--- src/rtl/pipe_reg_chain_pkg.sv ---
// Shared definitions for the pipe_reg_chain pipeline register slice.
// Holds the occupancy width helper, the bubble payload constant and a
// default-width stage record type.
package pipe_pkg;

  localparam int unsigned PIPE_WIDTH_DEFAULT = 32;

  // Payload carried by an empty stage; kept at zero so waveforms compare cleanly.
  localparam logic [PIPE_WIDTH_DEFAULT-1:0] PIPE_BUBBLE_DATA = '0;

  typedef struct packed {
    logic                          valid;
    logic [PIPE_WIDTH_DEFAULT-1:0] data;
  } pipe_stage_t;

  // Bits needed to count 0..stages valid entries.
  function automatic int unsigned occ_width(input int unsigned stages);
    return $clog2(stages + 1);
  endfunction

endpackage

--- src/rtl/pipe_stage_reg.sv ---
// One pipeline stage register: valid flag plus payload.
// Update priority: flush, hold, bubble behind a held upstream stage, load.
// Also exports the next-state valid bit so the top can count occupancy
// in the same cycle the valid flags change.
module pipe_stage_reg
  import pipe_pkg::*;
#(
  parameter int WIDTH = 32
) (
  input  logic             i_clk,
  input  logic             i_rst,
  input  logic             i_flush,
  input  logic             i_hold,
  input  logic             i_bubble,
  input  logic             i_valid,
  input  logic [WIDTH-1:0] i_data,
  output logic             o_valid,
  output logic [WIDTH-1:0] o_data,
  output logic             o_valid_nxt
);

  logic             r_valid;
  logic [WIDTH-1:0] r_data;
  logic             w_valid_nxt;
  logic [WIDTH-1:0] w_data_nxt;
  logic [WIDTH-1:0] w_bubble_data;

  assign w_bubble_data = {WIDTH{PIPE_BUBBLE_DATA[0]}};

  // Next-state mux in priority order; an invalid load never carries payload.
  always_comb begin
    w_valid_nxt = r_valid;
    w_data_nxt  = r_data;
    if (i_flush) begin
      w_valid_nxt = 1'b0;
      w_data_nxt  = w_bubble_data;
    end else if (i_hold) begin
      w_valid_nxt = r_valid;
      w_data_nxt  = r_data;
    end else if (i_bubble) begin
      w_valid_nxt = 1'b0;
      w_data_nxt  = w_bubble_data;
    end else begin
      w_valid_nxt = i_valid;
      w_data_nxt  = i_valid ? i_data : w_bubble_data;
    end
  end

  // Stage register with synchronous reset to an empty bubble.
  always_ff @(posedge i_clk) begin
    if (i_rst) begin
      r_valid <= 1'b0;
      r_data  <= w_bubble_data;
    end else begin
      r_valid <= w_valid_nxt;
      r_data  <= w_data_nxt;
    end
  end

  assign o_valid     = r_valid;
  assign o_data      = r_data;
  assign o_valid_nxt = w_valid_nxt;

endmodule

--- src/rtl/pipe_reg_chain.sv ---
// Parametrised chain of STAGES pipeline registers with uniform stall/flush.
// Stage 0 is the youngest (fed from i_data), stage STAGES-1 the oldest.
// A stall freezes its stage and everything upstream; the stage just
// downstream of a frozen one receives a bubble.
// Optional build macro PIPE_REG_CHAIN_BUBBLE_COLLAPSE_EN: a stall only
// blocks while the stalled stage (and the chain above it) holds valid data,
// so empty stages are overwritten and bubbles squeeze out.
module pipe_reg_chain
  import pipe_pkg::*;
#(
  parameter int WIDTH  = 32,
  parameter int STAGES = 4
) (
  input  logic                              i_clk,
  input  logic                              i_rst,
  input  logic                              i_valid,
  input  logic [WIDTH-1:0]                  i_data,
  output logic                              o_ready,
  input  logic [STAGES-1:0]                 i_stall,
  input  logic [STAGES-1:0]                 i_flush,
  output logic [STAGES-1:0]                 o_valid,
  output logic [STAGES*WIDTH-1:0]           o_data,
  output logic [occ_width(STAGES)-1:0]      o_occupancy
);

  localparam int OCC_W = occ_width(STAGES);

  logic [STAGES-1:0] w_valid;
  logic [STAGES-1:0] w_valid_nxt;
  logic [STAGES-1:0] w_hold;
  logic [OCC_W-1:0]  w_occ_nxt;
  logic [OCC_W-1:0]  r_occupancy;

  // Hold chain, walked from the oldest stage down to stage 0.
  always_comb begin
    logic w_up;
    w_hold = '0;
    w_up   = 1'b0;
    for (int k = STAGES - 1; k >= 0; k--) begin
`ifdef PIPE_REG_CHAIN_BUBBLE_COLLAPSE_EN
      w_hold[k] = w_valid[k] & (i_stall[k] | w_up);
`else
      w_hold[k] = i_stall[k] | w_up;
`endif
      w_up = w_hold[k];
    end
  end

  for (genvar k = 0; k < STAGES; k++) begin : g_stage
    logic             w_in_valid;
    logic [WIDTH-1:0] w_in_data;
    logic             w_bubble;

    if (k == 0) begin : g_head
      assign w_in_valid = i_valid;
      assign w_in_data  = i_data;
      assign w_bubble   = 1'b0;
    end else begin : g_body
      assign w_in_valid = w_valid[k-1];
      assign w_in_data  = o_data[(k-1)*WIDTH +: WIDTH];
      assign w_bubble   = w_hold[k-1];
    end

    pipe_stage_reg #(
      .WIDTH(WIDTH)
    ) u_stage (
      .i_clk      (i_clk),
      .i_rst      (i_rst),
      .i_flush    (i_flush[k]),
      .i_hold     (w_hold[k]),
      .i_bubble   (w_bubble),
      .i_valid    (w_in_valid),
      .i_data     (w_in_data),
      .o_valid    (w_valid[k]),
      .o_data     (o_data[k*WIDTH +: WIDTH]),
      .o_valid_nxt(w_valid_nxt[k])
    );
  end

  // Popcount of the next-state valid vector.
  always_comb begin
    w_occ_nxt = '0;
    for (int k = 0; k < STAGES; k++) begin
      w_occ_nxt = w_occ_nxt + OCC_W'(w_valid_nxt[k]);
    end
  end

  // Occupancy register, updated on the same edge as the valid flags.
  always_ff @(posedge i_clk) begin
    if (i_rst) r_occupancy <= '0;
    else       r_occupancy <= w_occ_nxt;
  end

  assign o_valid     = w_valid;
  assign o_ready     = ~w_hold[0];
  assign o_occupancy = r_occupancy;

endmodule

--- config.mk ---
export PLATFORM = sky130hd
export DESIGN_NAME = pipe_reg_chain
export DESIGN_NICKNAME = d
export VERILOG_FILES = /design/src/rtl/pipe_reg_chain_pkg.sv /design/src/rtl/pipe_stage_reg.sv /design/src/rtl/pipe_reg_chain.sv
export SDC_FILE = /design/constraint.sdc
export NUM_CORES = 1
export LEC_CHECK = 0
export BUFFER_PORTS_ARGS = -buffer_cell sky130_fd_sc_hd__buf_2
export CAP_MARGIN = 30
export CORE_MARGIN = 8
export CORE_UTILIZATION = 48
export CTS_CLUSTER_SIZE = 16
export DETAILED_ROUTE_END_ITERATION = 12
export PLACE_DENSITY = 0.83
export SLEW_MARGIN = 0
export SYNTH_ARGS = -nofsm -noshare
export SYNTH_HDL_FRONTEND = slang
export SYNTH_SLANG_ARGS = --single-unit
--- constraint.sdc ---
create_clock -name i_clk -period 3.2 [get_ports i_clk]
set_input_delay 0.64 -clock i_clk [delete_from_list [all_inputs] [get_ports i_clk]]
set_output_delay 0.64 -clock i_clk [all_outputs]
set_load 0.01 [all_outputs]
==> results by stage <==
Outcome:
- The flow ran to the end, and the final reports show no timing, DRC or antenna violations.

Synth:
- The biggest area consumer among synthesized cells is dfxtp_1.
- The number of nets handed over by synthesis was 445.
- The synthesized cell area is 0.00450 mm2.
- The count of yosys warnings during synthesis is 0.
- Multiplexer cells account for 0.223% of the synthesized area.
- Dividing the synthesized area by the synthesized cell count gives 11.3 um2.
- The synthesized netlist devotes 22.8% of its cell area to compound gates.
- The area share of the leading cell type in the synthesized netlist is 60.1%.
- The simple-gate portion of the synthesized area is 10.2%.
- Counting every instance in the synthesized netlist gives 399.
- After synthesis, flip-flops and latches occupy 60.1% of the total area.
- Ranked by total cell area, the synthesized netlist is headed by dfxtp_1, a22o_1, a21oi_1.
- The post-synthesis sequential element count is 135.
- Of the total synthesized cell area, the portion taken by full adders, half adders and majority gates is 1.00%.
- The area share of xor/xnor cells in the synthesized design is 0%.
- After synthesis, the largest family of logic cells by area is compound AO/OA/AOI/OAI gates.
- Counting distinct cell types in the post-synthesis netlist gives 26.

Global routing:
- The total congestion overflow after global routing is 0.
- The number of global-route vias before repair is 3931.
- The maximum number of pins on one net before global-route repair is 34.
- The number of antenna violations at the first check in global routing is 0.
- The first global-routing pass estimated 21400 um of wire.
- The global routing usage summed across all routing layers is 21.2%.

Setup path:
- The critical path class is in -> out.
- STA puts the critical path data arrival time at 2.01 ns.
- The most numerous cell type found on the critical path is buf_2.
- The worst register-to-register path ends at o_occupancy[1]$_SDFF_PP0_.
- STA classifies the critical path endpoint as an output port.
- The worst path buffer plus inverter count is 4.
- The critical path crosses 5 cells after its start point.
- The worst path required time is 2.56 ns.
- The delay of the slowest cell on the worst path is 0.60 ns.
- The worst-path maximum fanout is 33.
- The critical path goes through buf_2 -> or4_1 -> clkinv_4 -> buf_4 -> buf_2.
- The cell at the slowest stage of the critical path is or4_1.
- In this run the critical register-to-register path is launched from g_stage[2].u_stage.o_valid$_SDFF_PP0_.
- The count of cells along the worst register-to-register path is 7.
- The critical path ends at o_ready.
- The startpoint type of the worst setup path is an input pin.
- Among cell families on the critical path, the largest total delay comes from buffers and inverters.
- Setup slack on the worst reg-to-reg path comes out at 1.20 ns.
- The startpoint of the most critical setup path is i_stall[3].

CTS:
- Gates resized during post-CTS repair numbered 0.
- The number of setup buffers added after CTS is 0.
- The number of clock buffers inserted by TritonCTS is 17.
- The cell sitting at the root of the clock tree is a clkbuf_8.
- The CTS sink count is 135.
- After clock tree synthesis, the clock-pin slew on the worst setup and hold paths is 0.06 ns.
- The quantity of hold-fixing buffers added after cts is 0.
- In this run the number of H-tree levels came out at 4.
- The clock insertion delay at the later pin of the skew report is 0.50 ns.
- TritonCTS built the clock tree.
- The largest buffer count on any clock path is 2.

Routing:
- After detailed routing, the number of vias per cell comes to 5.64.
- Summed over all layers, the routed wires come to 13600 um.
- The first detailed-routing pass ran for 5 iterations.
- The detail route stage leaves a number of antenna-violating nets equal to 0.
- The number of DRC markers in iteration 0 is 311.
- After detailed routing, the number of remaining DRC violations is 0.
- The total via count after detailed routing is 3890.
- The average wire per standard cell is 19.7 um.

Die:
- Measured along the y axis, the die boundary spans 113 um.
- The area of the die is 0.0127 mm2.
- The number of core rows is 35.
- The initial core utilization is 49.1%.
- The die is 113 um wide.
- The boundary pin count is 179.
- After floorplanning, the core was sized to cover 0.00915 mm2.

Timing:
- The number of slew-limit violations in the final report is 0.
- The actual transition at the worst max-transition pin is 0.674 ns.
- The tightest hold path in the finished design has a slack of 0.406 ns.
- The tightest slew margin relative to the limit is 55.1%.
- The hold violation count in the final report is 0.
- The highest clock frequency the design can meet is 0.377 GHz.
- The summed negative setup slack over all endpoints is 0 ns.
- The share of the clock period used by the worst path is 83.0%.
- The clock skew is 0.00705 ns.
- Setup violations remaining at the end of the flow were counted as 0.
- The minimum period implied by the final worst setup slack is 2.65 ns.
- Setup repair after global routing left no endpoint under its margin.

Finish:
- The repair_antennas step left the layout with diodes totalling 0.
- The post-route netlist has 39.4% of its cells at a drive strength greater than 1.
- The area growth from synthesis to final layout is 31.9%.
- The number of nets in the layout is 612.
- Cells fill 64.8% of the core in the end.

Power and ir drop:
- The leakage power is 0.00277 uW.
- The power after layout is 3600 uW.
- Dividing total power by cell area gives a power density of 607 mW/mm2.
- The worst voltage drop across the vdd grid is 0.341 mV.

Run:
- The number of max-capacitance violations reported is 0.

Place:
- Once detailed placement completed, the half-perimeter wirelength came to 9470 um.
- The number of buffer cells added on primary ports is 178.
- The congestion estimate from routability-driven global placement came to 0.831.

Worst hold path:
- In this run the most critical hold path is launched from i_data[25].
- The path class of the tightest hold or removal check is in -> reg.
==> placed cells by master, fill, tap and decap left out, types with 2 or more instances in the layout <==
| master | synthesis | layout |
|---|---|---|
| buf_2 | 18 | 178 |
| clkbuf_16 | 0 | 16 |
| clkbuf_8 | 0 | 5 |
| or2_2 | 2 | 2 |
| a22o_1 | 96 | 96 |
| nand2_1 | 33 | 33 |
| clkinvlp_4 | 0 | 2 |
| nor2_1 | 5 | 5 |
| nor3_1 | 4 | 3 |
| a21oi_1 | 34 | 34 |
| nor2b_1 | 3 | 3 |
| nand3_1 | 32 | 32 |
| nor4b_4 | 2 | 2 |
| nor3b_2 | 0 | 2 |
| ha_1 | 2 | 2 |
| clkinv_2 | 0 | 3 |
| buf_4 | 5 | 9 |
| dfxtp_1 | 135 | 135 |
| clkinv_4 | 1 | 4 |
==> report_power, final <==
| group | internal [uW] | switching, uW |
|---|---|---|
| combinational | 31.7 | 66.4 |
| clock | 1110 | 704 |
| sequential | 1680 | 1.77 |
==> registers in the layout, indices dropped and copies added (netlist names) <==
register	flops
o_occupancy	3
g_stage.u_stage.o_valid	4
g_stage.u_stage.o_data	128
==> metal layers <==
metal / track usage [%] / wire length (um)
met5: 0 / 0
met4: 8.72 / 165
met3: 6.28 / 1180
met2: 34.8 / 6720
met1: 25.4 / 5520
==> cells in the mapped netlist <==
library cell and n:
or3_4 1, ha_1 2, nand3_1 32, buf_8 3, clkinv_4 1, nor3_1 4, buf_6 3, and4b_1 1
buf_4 5, buf_2 18, fa_1 1, a31o_2 1, nand3b_1 1, nor3b_1 3, nor2_1 5, or2_2 2
mux2i_1 1, a22o_1 96, nor2b_1 3, nor4b_4 2, a22oi_1 1, dfxtp_1 135, a21oi_1 34, or4_1 1
clkbuf_1 10, nand2_1 33
==> area by class of cell <==
| cell class | count | area (um2) |
|---|---|---|
| Fill cell | 699 | 3220 |
| Timing Repair Buffer | 187 | 958 |
| Multi-Input combinational cell | 224 | 1560 |
| Clock buffer | 22 | 473 |
| Inverter | 1 | 8.76 |
| Tap cell | 111 | 139 |
| Clock inverter | 10 | 95.1 |
| Sequential cell | 135 | 2700 |
==> worst min path at each step <==
stage | endpoint | slack, ns | depth (start not counted)
floorplan | g_stage[0].u_stage.o_data[21]$_SDFFE_PP0N_ | 0.49 | 2
global placement | g_stage[0].u_stage.o_data[1]$_SDFFE_PP0N_ | 0.45 | 2
detailed placement | g_stage[0].u_stage.o_data[19]$_SDFFE_PP0N_ | 0.46 | 2
CTS | g_stage[3].u_stage.o_valid$_SDFF_PP0_ | 0.37 | 2
global route | g_stage[0].u_stage.o_data[5]$_SDFFE_PP0N_ | 0.39 | 3
finish | g_stage[0].u_stage.o_data[25]$_SDFFE_PP0N_ | 0.41 | 3
==> worst min-delay path, delay by kind of cell <==
family / cells / cell delay (ns)
buffers and inverters: 1 / 0.09
AOI/OAI and AO/OA: 1 / 0.06
and+or+nand+nor: 1 / 0.06
==> logic make-up (layout without fill, tap and decap cells) <==
| kind of cell | Yosys count | after routing |
|---|---|---|
| fa+ha+maj | 3 | 3 |
| mux | 1 | 1 |
| simple gates | 88 | 88 |
| buf+inv | 40 | 220 |
| flops | 135 | 135 |
| compound gates | 132 | 132 |
==> stage by stage <==
| step | worst slack [ns] | instance area, um2 | instances |
|---|---|---|---|
| after floorplan | 0.365 | 4500 | 399 |
| after CTS | 0.542 | 5930 | 690 |
| after detailed placement | 0.167 | 5370 | 658 |
| after global routing | 0.482 | 5930 | 690 |
| final | 0.545 | 5930 | 690 |
| after global placement | 0.265 | 5370 | 658 |
Note: power is estimated with default switching activity, not from simulation.
